--- config.mk ---
export PLATFORM = sky130hd
export DESIGN_NAME = adc_stream_gen
export DESIGN_NICKNAME = d
export VERILOG_FILES = /design/src/rtl/adc_stream_gen.sv
export SDC_FILE = /design/constraint.sdc
export NUM_CORES = 1
export LEC_CHECK = 0
export CAP_MARGIN = 40
export CORE_MARGIN = 3
export CORE_UTILIZATION = 47
export CTS_BUF_LIST = sky130_fd_sc_hd__clkbuf_2 sky130_fd_sc_hd__clkbuf_4 sky130_fd_sc_hd__clkbuf_8
export DETAILED_ROUTE_END_ITERATION = 10
export PLACE_DENSITY = 0.76
export SYNTH_ARGS = -nofsm -noshare
export SYNTH_HDL_FRONTEND = slang
export SYNTH_SLANG_ARGS = --single-unit
export TNS_END_PERCENT = 20
--- constraint.sdc ---
create_clock -name clk -period 4.3 [get_ports clk]
set_input_delay 0.43 -clock clk [delete_from_list [all_inputs] [get_ports clk]]
set_output_delay 0.43 -clock clk [all_outputs]
set_load 0.02 [all_outputs]
--- src/rtl/adc_stream_gen.sv ---
// adc_stream_gen: frames free-running ADC samples into a data/gate/trig stream with optional
// boxcar decimation, sync-aligned frame start after arm, and a sticky missed-sample flag.
module adc_stream_gen #(
   parameter int dw = 16,
   parameter int cw = 12
) (
   input  logic                 clk,
   input  logic                 rst,
   input  logic signed [dw-1:0] adc_data,
   input  logic                 adc_valid,
   input  logic                 arm,
   input  logic                 sync,
   input  logic                 cont,
   input  logic [1:0]           dsh,
   input  logic [cw-1:0]        frame_len,
   output logic signed [dw-1:0] o_data,
   output logic                 o_gate,
   output logic                 o_trig,
   output logic                 running,
   output logic                 gap_err
);
   typedef enum logic [1:0] {IDLE, ARMED, RUN} state_t;
   state_t state, state_nx;
   logic [1:0] dsh_l;
   logic [cw-1:0] len_l, ocnt;
   logic [2:0] sub;
   logic signed [dw+2:0] acc, sum, rnd, shifted;
   logic last_sub, last_out, emit;
   always_comb begin
      sum = acc + (dw+3)'(adc_data);
      rnd = (dw+3)'((4'd1 << dsh_l) >> 1);
      shifted = (sum + rnd) >>> dsh_l;
      last_sub = {1'b0, sub} == (4'd1 << dsh_l) - 4'd1;
      last_out = cw'(ocnt + 1'b1) == len_l;
      emit = state == RUN && adc_valid && last_sub;
      state_nx = state;
      case (state)
         IDLE:    state_nx = arm ? ARMED : IDLE;
         ARMED:   state_nx = sync ? RUN : ARMED;
         RUN:     state_nx = (emit && last_out && !cont) ? IDLE : RUN;
         default: state_nx = IDLE;
      endcase
   end
   always_ff @(posedge clk) begin
      if (rst) begin
         state <= IDLE;
         dsh_l <= '0;
         len_l <= '0;
         ocnt <= '0;
         sub <= '0;
         acc <= '0;
         o_data <= '0;
         o_gate <= 1'b0;
         o_trig <= 1'b0;
         running <= 1'b0;
         gap_err <= 1'b0;
      end else begin
         state <= state_nx;
         o_gate <= emit;
         o_trig <= emit && ocnt == '0;
         // stays high through the final gate so it drops the cycle after it
         running <= state_nx == RUN || emit;
         if (state == IDLE && arm) begin
            dsh_l <= dsh;
            len_l <= frame_len;
            gap_err <= 1'b0;
         end
         if (state == ARMED && sync) begin
            acc <= '0;
            sub <= '0;
            ocnt <= '0;
         end
         if (state == RUN && !adc_valid) gap_err <= 1'b1;
         if (state == RUN && adc_valid) begin
            if (last_sub) begin
               acc <= '0;
               sub <= '0;
               o_data <= shifted[dw-1:0];
               ocnt <= last_out ? '0 : cw'(ocnt + 1'b1);
            end else begin
               acc <= sum;
               sub <= sub + 3'd1;
            end
         end
      end
   end
endmodule

==> results.ini <==
[run_status]
outcome=completed

[logic_synthesis]
synth-edff-count=0
yosys_most_used_dff=sky130_fd_sc_hd__dfxtp_1
async_reset_ff_frac=0
postSynthAreaPerCell_um2=7.730
synth_seq_cells=70
syn-num-nets=757
synthesis.yosys.warnings=0
netlist_instances=695
synth_cell_type_count=86
yosysSeqAreaShare=0.2608
synthesis.area_mm2=0.005373

[timing]
post-route-min-period_ns=3.905
finalHoldViolCount=0
timing.fmax_ghz=0.2561
worst_clock_skew_ns=0.01116
hold_ws_ns=0.4532
worst_slew_pin_slew_ns=0.8719
slew-limit-headroom=0.4166
unrepaired_setup_endpoints_after_global_routing=false
finalMaxSlewViolations=0
setup-violations-final=0
setup-tns-final_ns=0
min_period_over_period=0.9081

[job]
cap_viol_max_count=0

[global_route]
number_of_global_route_vias_before_repair=5051
first_pass_grt_wire_length_um=23940
grt_util_all_layers=0.2259
initial_antenna_violation_count=0
grt_max_degree=50
grt_remaining_overflow=0

[pwr]
power_leakage_uw=0.002286
irDropWorstVdd_v=0.0002053
power.density_cell_area_mw_per_mm2=258.5

[worst_setup_path]
setup.worst_path.end_class=flop
timing.critical_path.fanout_max=9
timing.critical_path.required_ns=4.54
path_class=input pin to flop
regToRegSetupSlack_ns=0.57
setup.worst_path.start_class=input pin
worst-endpoint-arrival_ns=4.14
r2r_cells=12

[finish]
area_growth_syn_to_layout_pct=16.28
drive_above_1_share=0.09116
n_antenna_cell=0
nets=792

[clock_tree]
cts_tree=built
cts.repair.resized=0
post_cts_buffers=0
cts_max_path_buffers=2
total_cts_buffers=9
cts.sinks=70
cts-root-buf=sky130_fd_sc_hd__clkbuf_8
clock_latency_ns=0.37
clkTransAtPathRegs_ns=0.07
cts_hold_buffers=0
htree_levels=3

[routing]
avgViaCountPerCell=6.139
drt_pass1_iterations=5
routed_wl_um=14250
antenna_violating_nets_post_route=0
num_vias=5372
first_iter_violations=400
drcViolationCount=0
wire_per_inst_um=16.29

[placement]
place.port_buffers=55
dp_hpwl_um=10370
gp_congestion=0.9052

[floorplanning]
initial_utilization=0.4892
design.portCount=56
die_y_um=112.9
die_w_um=112.9
fp.coreArea_mm2=0.01098
dieArea_mm2=0.01275
row_count=38

[worst_hold_path]
worst_min_delay_path_class=flop to flop
hold_path_depth=2

==> per-layer routing <==
metal	vias to the layer above	wire length, um	track usage
met3	28	815	0.04973
li1	2655	-	-
met4	0	313	0.09535
met2	170	6959	0.3645
met1	2519	6165	0.2916
met5	-	0	0
==> cells by family (layout without fill, tap and decap cells) <==
family | count (synthesis) | in the layout | synth area share
xor+xnor | 30 | 30 | 0.05147
simple gates | 284 | 284 | 0.2736
fa+ha+maj | 26 | 26 | 0.06334
mux | 5 | 5 | 0.009316
buf+inv | 62 | 102 | 0.04541
flops | 70 | 70 | 0.2608
compound gates | 218 | 218 | 0.2960
==> worst paths after layout <==
kind,start,end
max,adc_data[0],o_data[14]
min,o_data[4],o_data[4]
max reg2reg,acc[0],o_data[14]
min reg2reg,o_data[4],o_data[4]
==> critical path, stage by stage <==
cell and delay (ns):
sky130_fd_sc_hd__clkdlybuf4s50_1 0.40, sky130_fd_sc_hd__ha_1 0.23, sky130_fd_sc_hd__fa_1 0.47, sky130_fd_sc_hd__a211oi_2 0.49, sky130_fd_sc_hd__o211a_1 0.29, sky130_fd_sc_hd__a211oi_2 0.10, sky130_fd_sc_hd__nor2_2 0.22, sky130_fd_sc_hd__xor2_1 0.20
sky130_fd_sc_hd__nor4_4 0.50, sky130_fd_sc_hd__nand2_1 0.09, sky130_fd_sc_hd__and3_1 0.20, sky130_fd_sc_hd__o41ai_1 0.36, sky130_fd_sc_hd__o311ai_1 0.15
==> per-stage QoR <==
| step | area (um2) | setup slack, ns | total power (uW) | utilization | instances |
|---|---|---|---|---|---|
| 6_report | 6247 | 0.3954 | 1615 | 0.5688 | 875 |
| 5_1_grt | 6247 | 0.1966 | 1691 | 0.5688 | 875 |
| 4_1_cts | 6247 | 0.4830 | 1626 | 0.5688 | 875 |
| 3_5_place_dp | 6017 | 0.1157 | 1005 | 0.5478 | 859 |
| 3_3_place_gp | 6017 | 0.2568 | 997.2 | 0.5478 | 859 |
| 2_1_floorplan | 5373 | 0.8790 | 904.5 | - | 695 |
==> area by class of cell <==
| class | instances | area, um2 |
|---|---|---|
| Tap cell | 140 | 175.2 |
| Sequential cell | 70 | 1401 |
| Inverter | 18 | 67.56 |
| Multi-Input combinational cell | 563 | 3730 |
| Fill cell | 1004 | 4736 |
| Timing Repair Buffer | 68 | 643.1 |
| Clock inverter | 6 | 92.59 |
| Clock buffer | 10 | 137.6 |
==> cells in the mapped netlist, types with 6 or more instances <==
library cell / instances / area (um2)
sky130_fd_sc_hd__o31ai_1: 6 / 45.04
sky130_fd_sc_hd__nand2b_1: 8 / 50.05
sky130_fd_sc_hd__and3_1: 8 / 50.05
sky130_fd_sc_hd__nand4_1: 12 / 75.07
sky130_fd_sc_hd__or3_1: 14 / 87.58
sky130_fd_sc_hd__nor2_1: 79 / 296.5
sky130_fd_sc_hd__xor2_1: 11 / 96.34
sky130_fd_sc_hd__ha_1: 24 / 300.3
sky130_fd_sc_hd__o211ai_1: 11 / 82.58
sky130_fd_sc_hd__xnor2_1: 18 / 157.7
sky130_fd_sc_hd__a31oi_1: 6 / 37.54
sky130_fd_sc_hd__a22oi_1: 20 / 150.1
sky130_fd_sc_hd__a21o_1: 9 / 67.56
sky130_fd_sc_hd__dfxtp_1: 70 / 1401
sky130_fd_sc_hd__nor4_1: 6 / 37.54
sky130_fd_sc_hd__nand3_1: 19 / 95.09
sky130_fd_sc_hd__clkbuf_1: 35 / 131.4
sky130_fd_sc_hd__o21ai_0: 23 / 115.1
sky130_fd_sc_hd__nand2_1: 71 / 266.5
sky130_fd_sc_hd__inv_1: 18 / 67.56
sky130_fd_sc_hd__nor3_1: 25 / 125.1
sky130_fd_sc_hd__a21oi_1: 57 / 285.3
sky130_fd_sc_hd__a211oi_1: 13 / 97.59
==> cell usage in the layout, fill, tap and decap left out, drive strengths merged, types with 5 or more instances in the layout <==
master and instances:
a211oi 17, a22oi 20, nand2b 8, a311oi 5, xor2 11, xnor2 18, nand4 14, o211ai 12
inv 19, o311ai 7, or2 7, o31ai 6, a21oi 60, clkbuf 10, nor2 82, dfxtp 70
ha 24, a31oi 6, a211o 5, nor3 25, o21ai 29, a21o 9, nand3 21, nor4 8
nand2 72, or3 15, buf 14, mux2i 5, clkdlybuf4s50 54, and3 8
==> sequential cells by signal, summed over array words and instances, names as in the netlist <==
name     count
acc         19
o_data      16
len_l       12
ocnt        12
sub          3
dsh_l        2
state        2
gap_err      1
o_gate       1
o_trig       1
running      1
==> power by group <==
part / internal [uW] / switching [uW]
logic: 130 / 187
clock network: 345 / 276
registers: 664 / 13.3
total: 1140 / 476
Power figures use the tool's default switching activity.
==> variant (same flow settings) <==
Put one more register stage on the output `o_data`, with the module's reset. The value now appears one clock later. The other outputs are not delayed to match.
--- a/src/rtl/adc_stream_gen.sv
+++ b/src/rtl/adc_stream_gen.sv
@@ -20,6 +20,8 @@
    output logic                 gap_err
 );
    typedef enum logic [1:0] {IDLE, ARMED, RUN} state_t;
+
+   logic signed [dw-1:0] o_data_s0;
    state_t state, state_nx;
    logic [1:0] dsh_l;
    logic [cw-1:0] len_l, ocnt;
@@ -49,7 +51,7 @@
          ocnt <= '0;
          sub <= '0;
          acc <= '0;
-         o_data <= '0;
+         o_data_s0 <= '0;
          o_gate <= 1'b0;
          o_trig <= 1'b0;
          running <= 1'b0;
@@ -75,7 +77,7 @@
             if (last_sub) begin
                acc <= '0;
                sub <= '0;
-               o_data <= shifted[dw-1:0];
+               o_data_s0 <= shifted[dw-1:0];
                ocnt <= last_out ? '0 : cw'(ocnt + 1'b1);
             end else begin
                acc <= sum;
@@ -84,5 +86,13 @@
          end
       end
    end
+   always_ff @(posedge clk) begin
+      if (rst) begin
+         o_data <= '0;
+      end else begin
+         o_data <= o_data_s0;
+      end
+   end
+
 endmodule
 
Check against the original RTL: not equivalent (Yosys sat finds a counterexample within 4 cycles, from zero or initial values and one cycle with rst high).
==> variant against the original RTL <==
Routed wire length fell by 9.1%. Sequential cell count is 16 higher. Die area is 2.2% lower. First-iteration DRC count rose by 17%. Hold slack got worse by 0.12 ns. Final area fell by 1.8%. Register-to-register slack improved by 0.31 ns. Area after synthesis is 2.3% lower. Combinational power is 9.1% lower. Clock skew rose by 0.0062 ns. Setup slack better by 0.32 ns. Total power rose by 6.5%. Non-clock buffer count down 1. Final cell count is 5.9% lower. Largest power group unchanged.
==> variant: results (changes against the original RTL) <==
\begin{tabular}{lr}
\hline
Metric & Value \\
\hline
\multicolumn{2}{l}{\textbf{Place}} \\
\quad Weighted congestion reported at the end of routability-driven placement & 0.861 (-4.9\%) \\
\quad Dpl hpwl & 9.49 mm (-8.5\%) \\
\multicolumn{2}{l}{\textbf{Synth}} \\
\quad Distinct cells, synth & 77 (-10\%) \\
\quad Top cells by area, synth & sky130\_fd\_sc\_hd\_\_dfxtp\_1 33\%, sky130\_fd\_sc\_hd\_\_ha\_1 5.7\%, sky130\_fd\_sc\_hd\_\_xnor2\_1 5.5\% \\
\quad Ranking of synthesized cells by instance count & 86 x sky130\_fd\_sc\_hd\_\_dfxtp\_1, 71 x sky130\_fd\_sc\_hd\_\_nor2\_1, 70 x sky130\_fd\_sc\_hd\_\_nand2\_1 \\
\quad Post-Syn Nets & 701 (-7.4\%) \\
\multicolumn{2}{l}{\textbf{Layout}} \\
\quad Count of filler cells inserted in the layout & 963 (-4.1\%) \\
\quad FF+latch count & 86 (+23\%) \\
\quad Buffer count excluding the clock tree in the final layout & 67 (-1.5\%) \\
\quad Registers with the highest flip-flop counts & acc (19), o\_data (16), o\_data\_s0 (16) \\
\quad Multi-input gate share of total cell area & 54.7\% (-5.0 points) \\
\quad Multi-input gate count & 510 (-9.4\%) \\
\quad Invs w/o clock & 8 (-10) \\
\quad Combined flip-flop and latch cell area & 1720 um\^{}2 (+23\%) \\
\multicolumn{2}{l}{\textbf{Critical path}} \\
\quad Worst Reg2Reg Path Length in Cells & 11 (-1) \\
\quad Largest incremental delay on the critical path & 0.45 ns (-0.05 ns) \\
\quad Cell type of the slowest stage on the worst timing path & sky130\_fd\_sc\_hd\_\_a211oi\_1 \\
\quad Critical Path Sink & o\_data\_s0[14] \\
\quad Critical Path Start & adc\_data[9] \\
\multicolumn{2}{l}{\textbf{Pwr}} \\
\quad Relative contribution of combinational cells to total power & 16.8\% (-2.8 points) \\
\quad Power in combinational cells & 0.000288 W (-9.1\%) \\
\quad Reg power frac & 48.1\% (+6.2 points) \\
\multicolumn{2}{l}{\textbf{Status}} \\
\quad Run status & finished, final reports clean \\
\multicolumn{2}{l}{\textbf{Drt}} \\
\quad Violation count after the first detailed-routing iteration & 466 (+17\%) \\
\quad Overall routed net length & 13.0 mm (-9.1\%) \\
\quad Vias & 4827 (-10\%) \\
\multicolumn{2}{l}{\textbf{Floorplan}} \\
\quad Core ar. & 10600 um\^{}2 (-3.5\%) \\
\multicolumn{2}{l}{\textbf{Timing}} \\
\quad Setup Skew & 0.0174 ns (+0.00623 ns) \\
\hline
\end{tabular}
## variant: metal layers
layer | track usage (%) | share of wire [%] | up-vias | routed length (um)
met5 | 0 | 0 | - | 0
met4 | 4.54 | 0.89 | 0 | 115
met3 | 5.27 | 5.7 | 15 | 735
met2 | 31.4 | 45 | 168 | 5790
met1 | 28.3 | 49 | 2258 | 6320
li1 | - | - | 2386 | -
## variant: logic make-up after synthesis
| family | after synthesis | synth area share [%] |
|---|---|---|
| compound gates | 166 | 21.4 |
| xor+xnor | 48 | 8.44 |
| fa+ha+maj | 26 | 6.48 |
| buf+inv | 43 | 3.27 |
| flops | 86 | 32.8 |
| mux | 13 | 2.65 |
| simple gates | 257 | 25.0 |
## variant: stage by stage
stage / cells / instance area (um^2)
2_1_floorplan: 639 / 5250
3_3_place_gp: 806 / 5910
3_5_place_dp: 807 / 5930
4_1_cts: 823 / 6130
5_1_grt: 823 / 6130
6_report: 823 / 6130
